==> config.mk <==
export PLATFORM = sky130hd
export DESIGN_NAME = id_ex_fwd_stage_flat
export DESIGN_NICKNAME = d
export VERILOG_FILES = /design/src/rtl/id_ex_fwd_stage_pkg.sv /design/src/rtl/id_ex_fwd_stage_if.sv /design/src/rtl/id_ex_fwd_stage_fwd_sel.sv /design/src/rtl/id_ex_fwd_stage.sv /design/src/flat_wrapper.sv
export SDC_FILE = /design/constraint.sdc
export NUM_CORES = 1
export LEC_CHECK = 0
export CAP_MARGIN = 20
export CORE_MARGIN = 5
export CORE_UTILIZATION = 35
export CTS_CLUSTER_DIAMETER = 80
export CTS_CLUSTER_SIZE = 8
export DETAILED_ROUTE_END_ITERATION = 10
export PLACE_DENSITY_LB_ADDON = 0.1
export SKIP_LAST_GASP = 1
export SLEW_MARGIN = 30
export SYNTH_ARGS = -nofsm -noshare
export SYNTH_HDL_FRONTEND = slang
export SYNTH_SLANG_ARGS = --single-unit
==> constraint.sdc <==
create_clock -name clk -period 5.9 [get_ports clk]
set_input_delay 1.18 -clock clk [delete_from_list [all_inputs] [get_ports clk]]
set_output_delay 1.18 -clock clk [all_outputs]
set_load 0.02 [all_outputs]
==> src/rtl/id_ex_fwd_stage_pkg.sv <==
// Shared MIPS pipeline definitions: widths, control-bundle bit positions,
// operand-mux select codes and the register-hit compare used by forwarding
// and hazard detection.
package mips_pkg;

  localparam int DATA_W = 32;
  localparam int REG_W  = 5;
  localparam int CTRL_W = 8;

  // Bit positions inside the packed EX/MEM/WB control bundle
  localparam int CTRL_REGWR = 0;
  localparam int CTRL_MEMRD = 1;

  // Operand-mux selects, encoded as {sel2, sel1}
  localparam logic [1:0] FWD_REG = 2'b00;  // in1: latched register operand
  localparam logic [1:0] FWD_EXM = 2'b01;  // in2: EX/MEM result
  localparam logic [1:0] FWD_MWB = 2'b10;  // in3: MEM/WB result

  // Contents of the ID/EX pipeline register
  typedef struct packed {
    logic              valid;
    logic [DATA_W-1:0] rs_data;
    logic [DATA_W-1:0] rt_data;
    logic [DATA_W-1:0] imm;
    logic [REG_W-1:0]  rs;
    logic [REG_W-1:0]  rt;
    logic [REG_W-1:0]  rd;
    logic [CTRL_W-1:0] ctrl;
  } ex_reg_t;

  // A writing stage supplies a usable value for src.
  // $0 is hard-wired to zero, so it never counts as a hit.
  function automatic logic rd_hit(input logic [REG_W-1:0] rd,
                                  input logic             wr,
                                  input logic [REG_W-1:0] src);
    return wr && (rd != {REG_W{1'b0}}) && (rd == src);
  endfunction

endpackage

==> src/rtl/id_ex_fwd_stage_if.sv <==
// Bundle of the ID-side inputs, the forwarding sources from EX/MEM and MEM/WB,
// and the EX-side outputs of the ID/EX stage.
interface id_ex_fwd_if;
  import mips_pkg::*;

  logic              id_valid;
  logic [DATA_W-1:0] id_rs_data;
  logic [DATA_W-1:0] id_rt_data;
  logic [DATA_W-1:0] id_imm;
  logic [REG_W-1:0]  id_rs;
  logic [REG_W-1:0]  id_rt;
  logic [REG_W-1:0]  id_rd;
  logic [CTRL_W-1:0] id_ctrl;
  logic              flush;
  logic [REG_W-1:0]  exm_rd;
  logic              exm_wr;
  logic [REG_W-1:0]  mwb_rd;
  logic              mwb_wr;

  logic              ex_valid;
  logic [DATA_W-1:0] ex_rs_data;
  logic [DATA_W-1:0] ex_rt_data;
  logic [DATA_W-1:0] ex_imm;
  logic [REG_W-1:0]  ex_rs;
  logic [REG_W-1:0]  ex_rt;
  logic [REG_W-1:0]  ex_rd;
  logic [CTRL_W-1:0] ex_ctrl;
  logic              fwd_a_sel1;
  logic              fwd_a_sel2;
  logic              fwd_b_sel1;
  logic              fwd_b_sel2;
  logic              stall;

  // Upstream pipeline / environment side
  modport master (
    output id_valid, id_rs_data, id_rt_data, id_imm, id_rs, id_rt, id_rd, id_ctrl,
    output flush, exm_rd, exm_wr, mwb_rd, mwb_wr,
    input  ex_valid, ex_rs_data, ex_rt_data, ex_imm, ex_rs, ex_rt, ex_rd, ex_ctrl,
    input  fwd_a_sel1, fwd_a_sel2, fwd_b_sel1, fwd_b_sel2, stall
  );

  // ID/EX stage side
  modport slave (
    input  id_valid, id_rs_data, id_rt_data, id_imm, id_rs, id_rt, id_rd, id_ctrl,
    input  flush, exm_rd, exm_wr, mwb_rd, mwb_wr,
    output ex_valid, ex_rs_data, ex_rt_data, ex_imm, ex_rs, ex_rt, ex_rd, ex_ctrl,
    output fwd_a_sel1, fwd_a_sel2, fwd_b_sel1, fwd_b_sel2, stall
  );

endinterface

==> src/rtl/id_ex_fwd_stage_fwd_sel.sv <==
// Forwarding select for one ALU operand path. Pure combinational compare of
// the EX source register against the two later writing stages.
module fwd_sel
  import mips_pkg::*;
(
  input  logic [REG_W-1:0] src,
  input  logic             ex_valid,
  input  logic [REG_W-1:0] exm_rd,
  input  logic             exm_wr,
  input  logic [REG_W-1:0] mwb_rd,
  input  logic             mwb_wr,
  output logic [1:0]       sel
);

  // EX/MEM holds the newest value, so it is checked first; a bubble never forwards
  always_comb begin
    sel = FWD_REG;
    if (!ex_valid) begin
      sel = FWD_REG;
    end else if (rd_hit(exm_rd, exm_wr, src)) begin
      sel = FWD_EXM;
    end else if (rd_hit(mwb_rd, mwb_wr, src)) begin
      sel = FWD_MWB;
    end else begin
      sel = FWD_REG;
    end
  end

endmodule

==> src/rtl/id_ex_fwd_stage.sv <==
// ID/EX pipeline register with operand forwarding selects and load-use
// hazard detection for the 5-stage MIPS core.
module id_ex_fwd_stage
  import mips_pkg::*;
(
  input  logic        clk,
  input  logic        reset,
  id_ex_fwd_if.slave  bus
);

  ex_reg_t    ex_d;
  ex_reg_t    ex_q;
  logic       stall_s;
  logic [1:0] sel_a_s;
  logic [1:0] sel_b_s;

  // Load-use hazard: a load in EX writes a register the instruction in ID reads
  always_comb begin
    stall_s = 1'b0;
    if (ex_q.valid && ex_q.ctrl[CTRL_MEMRD] && bus.id_valid) begin
      stall_s = rd_hit(ex_q.rd, 1'b1, bus.id_rs) || rd_hit(ex_q.rd, 1'b1, bus.id_rt);
    end else begin
      stall_s = 1'b0;
    end
  end

  // Next ID/EX contents: a bubble on flush or stall, otherwise the ID instruction
  always_comb begin
    ex_d         = '0;
    ex_d.rs_data = bus.id_rs_data;
    ex_d.rt_data = bus.id_rt_data;
    ex_d.imm     = bus.id_imm;
    ex_d.rs      = bus.id_rs;
    ex_d.rt      = bus.id_rt;
    ex_d.rd      = bus.id_rd;
    if (bus.flush || stall_s) begin
      ex_d.valid = 1'b0;
      ex_d.ctrl  = {CTRL_W{1'b0}};
    end else if (bus.id_valid) begin
      ex_d.valid = 1'b1;
      ex_d.ctrl  = bus.id_ctrl;
    end else begin
      ex_d.valid = 1'b0;
      ex_d.ctrl  = {CTRL_W{1'b0}};
    end
  end

  // ID/EX register; reset empties EX so nothing is forwarded afterwards
  always_ff @(posedge clk or posedge reset) begin
    if (reset) begin
      ex_q <= '0;
    end else begin
      ex_q <= ex_d;
    end
  end

  fwd_sel u_fwd_a (
    .src      (ex_q.rs),
    .ex_valid (ex_q.valid),
    .exm_rd   (bus.exm_rd),
    .exm_wr   (bus.exm_wr),
    .mwb_rd   (bus.mwb_rd),
    .mwb_wr   (bus.mwb_wr),
    .sel      (sel_a_s)
  );

  fwd_sel u_fwd_b (
    .src      (ex_q.rt),
    .ex_valid (ex_q.valid),
    .exm_rd   (bus.exm_rd),
    .exm_wr   (bus.exm_wr),
    .mwb_rd   (bus.mwb_rd),
    .mwb_wr   (bus.mwb_wr),
    .sel      (sel_b_s)
  );

  assign bus.ex_valid   = ex_q.valid;
  assign bus.ex_rs_data = ex_q.rs_data;
  assign bus.ex_rt_data = ex_q.rt_data;
  assign bus.ex_imm     = ex_q.imm;
  assign bus.ex_rs      = ex_q.rs;
  assign bus.ex_rt      = ex_q.rt;
  assign bus.ex_rd      = ex_q.rd;
  assign bus.ex_ctrl    = ex_q.ctrl;
  assign bus.fwd_a_sel1 = sel_a_s[0];
  assign bus.fwd_a_sel2 = sel_a_s[1];
  assign bus.fwd_b_sel1 = sel_b_s[0];
  assign bus.fwd_b_sel2 = sel_b_s[1];
  assign bus.stall      = stall_s;

endmodule

==> src/flat_wrapper.sv <==
// flat-port wrapper written by rule: the top's interface ports become plain ports
module id_ex_fwd_stage_flat import mips_pkg::*;
  (clk, reset, bus_id_valid, bus_id_rs_data, bus_id_rt_data, bus_id_imm, bus_id_rs, bus_id_rt, bus_id_rd, bus_id_ctrl, bus_flush, bus_exm_rd, bus_exm_wr, bus_mwb_rd, bus_mwb_wr, bus_ex_valid, bus_ex_rs_data, bus_ex_rt_data, bus_ex_imm, bus_ex_rs, bus_ex_rt, bus_ex_rd, bus_ex_ctrl, bus_fwd_a_sel1, bus_fwd_a_sel2, bus_fwd_b_sel1, bus_fwd_b_sel2, bus_stall);
  id_ex_fwd_if bus_i ();
  input  logic clk;
  input  logic reset;
  input wire logic [$bits(bus_i.id_valid)-1:0] bus_id_valid;
  input wire logic [$bits(bus_i.id_rs_data)-1:0] bus_id_rs_data;
  input wire logic [$bits(bus_i.id_rt_data)-1:0] bus_id_rt_data;
  input wire logic [$bits(bus_i.id_imm)-1:0] bus_id_imm;
  input wire logic [$bits(bus_i.id_rs)-1:0] bus_id_rs;
  input wire logic [$bits(bus_i.id_rt)-1:0] bus_id_rt;
  input wire logic [$bits(bus_i.id_rd)-1:0] bus_id_rd;
  input wire logic [$bits(bus_i.id_ctrl)-1:0] bus_id_ctrl;
  input wire logic [$bits(bus_i.flush)-1:0] bus_flush;
  input wire logic [$bits(bus_i.exm_rd)-1:0] bus_exm_rd;
  input wire logic [$bits(bus_i.exm_wr)-1:0] bus_exm_wr;
  input wire logic [$bits(bus_i.mwb_rd)-1:0] bus_mwb_rd;
  input wire logic [$bits(bus_i.mwb_wr)-1:0] bus_mwb_wr;
  output wire logic [$bits(bus_i.ex_valid)-1:0] bus_ex_valid;
  output wire logic [$bits(bus_i.ex_rs_data)-1:0] bus_ex_rs_data;
  output wire logic [$bits(bus_i.ex_rt_data)-1:0] bus_ex_rt_data;
  output wire logic [$bits(bus_i.ex_imm)-1:0] bus_ex_imm;
  output wire logic [$bits(bus_i.ex_rs)-1:0] bus_ex_rs;
  output wire logic [$bits(bus_i.ex_rt)-1:0] bus_ex_rt;
  output wire logic [$bits(bus_i.ex_rd)-1:0] bus_ex_rd;
  output wire logic [$bits(bus_i.ex_ctrl)-1:0] bus_ex_ctrl;
  output wire logic [$bits(bus_i.fwd_a_sel1)-1:0] bus_fwd_a_sel1;
  output wire logic [$bits(bus_i.fwd_a_sel2)-1:0] bus_fwd_a_sel2;
  output wire logic [$bits(bus_i.fwd_b_sel1)-1:0] bus_fwd_b_sel1;
  output wire logic [$bits(bus_i.fwd_b_sel2)-1:0] bus_fwd_b_sel2;
  output wire logic [$bits(bus_i.stall)-1:0] bus_stall;
  assign bus_i.id_valid = bus_id_valid;
  assign bus_i.id_rs_data = bus_id_rs_data;
  assign bus_i.id_rt_data = bus_id_rt_data;
  assign bus_i.id_imm = bus_id_imm;
  assign bus_i.id_rs = bus_id_rs;
  assign bus_i.id_rt = bus_id_rt;
  assign bus_i.id_rd = bus_id_rd;
  assign bus_i.id_ctrl = bus_id_ctrl;
  assign bus_i.flush = bus_flush;
  assign bus_i.exm_rd = bus_exm_rd;
  assign bus_i.exm_wr = bus_exm_wr;
  assign bus_i.mwb_rd = bus_mwb_rd;
  assign bus_i.mwb_wr = bus_mwb_wr;
  assign bus_ex_valid = bus_i.ex_valid;
  assign bus_ex_rs_data = bus_i.ex_rs_data;
  assign bus_ex_rt_data = bus_i.ex_rt_data;
  assign bus_ex_imm = bus_i.ex_imm;
  assign bus_ex_rs = bus_i.ex_rs;
  assign bus_ex_rt = bus_i.ex_rt;
  assign bus_ex_rd = bus_i.ex_rd;
  assign bus_ex_ctrl = bus_i.ex_ctrl;
  assign bus_fwd_a_sel1 = bus_i.fwd_a_sel1;
  assign bus_fwd_a_sel2 = bus_i.fwd_a_sel2;
  assign bus_fwd_b_sel1 = bus_i.fwd_b_sel1;
  assign bus_fwd_b_sel2 = bus_i.fwd_b_sel2;
  assign bus_stall = bus_i.stall;
  id_ex_fwd_stage u_core (.clk(clk), .reset(reset), .bus(bus_i));
endmodule
==> flow_summary_export.csv <==
group,metric,value,unit
cts,post-cts-setup-buffers,0,
critical_path,worst-endpoint-arrival,3.41,ns
cts,hold_buffers,0,
placed_design,gpl.final_weighted_congestion,0.742,
sta,setup_repair_after_global_routing_missed_its_margin,"no",
logic_synthesis,syn-cell-area,0.00352,mm^2
grt,grt_pass1_vias,2991,
critical_path,category_of_the_worst_setup_path_capture_point,"output port",
logic_synthesis,synthTopCellsByCount,"dfrtp_1, xnor2_1, xor2_1, nand2_1, a21oi_1",
power,leakage,0.00288,uW
floorplanning,cell_rows,36,
grt,grt_first_pass_wirelength,16.0,mm
logic_synthesis,dominantRegCellSynth,"dfrtp_1",
critical_path,timing.critical_path.cells,"clkdlybuf4s50_1 -> or4_4 -> o21ai_2 -> nor4_1 -> nor4_2 -> clkdlybuf4s50_1",
grt,met2_track_utilization_from_global_routing,32.2,%
worst_hold_path,timing.hold.worst_endpoint,"u_core.bus.ex_ctrl[7]$_DFF_PP0_",
sta,timing.slew.headroom,55.1,%
final_layout,finish.utilization,70.4,%
logic_synthesis,synth_enable_flop_cells,0,
critical_path,required,4.72,ns
route,vias,2608,
sta,final.setup_skew,0.00346,ns
sta,totalNegativeSetupSlack,0,ns
logic_synthesis,yosysWarnings,0,
logic_synthesis,synthesis.nets,329,
critical_path,cp_num_buf_inv,2,
floorplanning,fp.dieArea,0.0122,mm^2
floorplanning,fp.coreArea,0.00977,mm^2
power,worst_ir_drop_vdd,215,uV
grt,globalRouteMet1Util,18.0,%
floorplanning,die_width,110,um
placed_design,dpl.hpwl,9.01,mm
sta,fmax,218,MHz
placed_design,place.detailed.instances,586,
logic_synthesis,async_reset_ff_share,100,%
floorplanning,die_height,110,um
flow_run,maxCapViolCount,0,
sta,timing_hold_violations_final,0,
worst_hold_path,holdCritStartpoint,"u_core.bus.ex_ctrl[1]$_DFF_PP0_",
cts,root_buffer,"clkbuf_8",
final_layout,post_layout_nets,607,
final_layout,areaGrowthSynthToFinish,95.3,%
cts,clk_pin_slew,0.05,ns
logic_synthesis,syn-mean-instance-area,18.2,um^2
route,detail_route.drc_violations,0,
critical_path,cp_max_fo,3,
grt,grt_busiest_layer,"met2",
grt,grt.met3_usage,11.5,%
cts,clock_tree_from_tritoncts,"yes",
final_layout,layout-drive-gt1-share,7.22,%
final_layout,finish.cell_count_without_fillers,618,
final_layout,finalInstanceArea,0.00688,mm^2
sta,fin_crit,4.59,ns
status,status,"complete, no violations",
floorplanning,initial_utilization,36.0,%
cts,worstSkewPairLatency,0.50,ns
critical_path,path_depth,6,
worst_hold_path,min_delay_path_depth,3,
logic_synthesis,register_bit_total_from_synthesis,120,
route,antenna_violating_nets_post_route,0,
cts,number_of_resized_instances_in_the_post_cts_repair_step,0,
critical_path,timing.critical_path.max_delay_family,"buffers and inverters",
grt,maximum_number_of_pins_on_one_net_before_global_route_repair,75,
grt,antenna_found_initial,0,
critical_path,worstSetupPathType,"in -> out",
logic_synthesis,post_synth_num_cell_types,20,
route,detail_route.wl_per_cell,18.1,um
route,detail_route.wirelength,11.2,mm
critical_path,worst_r2r_startpoint,"u_core.bus.ex_rd[2]$_DFF_PP0_",
critical_path,timing.rr.end,"u_core.bus.ex_valid$_DFF_PP0_",
grt,grtUsageTotal,18.8,%
sta,timing_worst_slew_pin_value,0.673,ns
power,power_density_of_the_placed_cells,315,mW/mm^2
cts,numCtsBuffers,17,
critical_path,crit_slowest_cell,"clkdlybuf4s50_1",
grt,grt-ovfl-total,0,
sta,max_slew_violation_count,0,
final_layout,antenna_cells_inserted,0,
logic_synthesis,synthMostInstantiatedCell,"dfrtp_1",
cts,clock_tree.htree_level_count,4,
critical_path,critical-path-top-cell-by-count,"clkdlybuf4s50_1",
power,power.total,2170,uW
sta,layout_worst_path_cycle_share,77.8,%
logic_synthesis,synthDominantCellAreaShare,85.3,%
critical_path,cp-start-kind,"input pin",
sta,final-setup-viol-count,0,
route,post_drt_via_cell_ratio,4.22,
logic_synthesis,synth_cells,194,
placed_design,placed_cell_area,0.00629,mm^2
critical_path,r2r_setup_slack,4.47,ns
critical_path,r2r_cells,4,
critical_path,critPathMaxStageDelay,0.65,ns
worst_hold_path,hp-class,"reg -> reg",
placed_design,placement.io_buffers,259,
route,drt-pass1-iter-count,4,
logic_synthesis,yosysTopAreaCell,"dfrtp_1",
floorplanning,pin_count,260,
logic_synthesis,synth_sequential_area_ratio,85.3,%
logic_synthesis,synth.top_cells.by_area,"dfrtp_1, xnor2_1, xor2_1, a21oi_1, nand2_1",
cts,tritoncts_num_sinks,120,
route,drt_first_iter_violations,76,
cts,clock_path_buffers,2,
[kinds of logic (layout without fill, tap and decap cells)]
family / after synthesis / in the layout / synth area share, %
flops: 120 / 120 / 85.3
xor+xnor: 30 / 30 / 7.46
simple gates: 29 / 29 / 4.76
compound gates: 13 / 13 / 2.31
buf+inv: 2 / 293 / 0.213
[worst max path at each step]
stage,slack [ns],start,endpoint
2_1_floorplan,1.53,reset,u_core.bus.ex_ctrl[0]$_DFF_PP0_
3_3_place_gp,1.40,bus_exm_rd[1],bus_fwd_b_sel2
3_5_place_dp,1.33,bus_exm_rd[1],bus_fwd_a_sel2
4_1_cts,1.32,bus_exm_rd[1],bus_fwd_a_sel2
5_1_grt,1.24,bus_exm_rd[1],bus_fwd_a_sel2
6_report,1.31,bus_exm_rd[1],bus_fwd_a_sel2
[layout by cell type, fill, tap and decap left out]
master,instances
clkinv_2,4
clkinv_4,1
xor2_1,14
clkbuf_8,4
dfrtp_1,120
a21oi_1,9
xnor2_1,16
inv_6,1
buf_4,1
and2_1,3
or4_1,3
o22ai_2,1
nor2b_1,1
o211ai_1,1
nor2_1,1
or4_4,1
o21ai_2,1
clkdlybuf4s50_1,259
nor4_1,2
clkbuf_16,16
a21boi_0,1
bufinv_16,3
nor4_2,2
nor3_1,1
nand2_1,10
clkbuf_1,4
nand3_1,5
[worst min-delay path, cell delays in order, from the launching register on]
cell and delay [ns]:
dfrtp_1 0.37, nand3_1 0.08, a21oi_1 0.13, a21oi_1 0.17
[registers in the layout, indices dropped and copies added (netlist names)]
name,count
u_core.bus.ex_ctrl,8
u_core.bus.ex_imm,32
u_core.bus.ex_rd,5
u_core.bus.ex_rs,5
u_core.bus.ex_rs_data,32
u_core.bus.ex_rt,5
u_core.bus.ex_rt_data,32
u_core.bus.ex_valid,1
[final cells by class]
type	count	area, um^2
fill	709	2900
timing repair buffer	260	2600
tap	133	166
sequential	120	3000
multi-input combinational	72	512
inverter	1	8.76
clock buffer	24	470
clock inverter	8	119
[layer usage]
metal	wire length, um	up-vias
li1	-	1192
met1	3590	1244
met2	5860	154
met3	1480	18
met4	238	0
met5	0	-
[where the power goes]
group          switching (uW)  internal (uW)  leakage [uW]
clock                     332            674      0.000293
sequential               17.1            865       0.00141
combinational             120            161       0.00118
[stage by stage]
stage               setup slack (ns)  hold slack, ns
detailed placement              1.33           0.791
global route                    1.24           0.862
finish                          1.31           0.794
floorplan                       1.53           0.824
CTS                             1.32           0.803
global placement                1.40           0.788
Note: power is estimated with default switching activity, not from simulation.
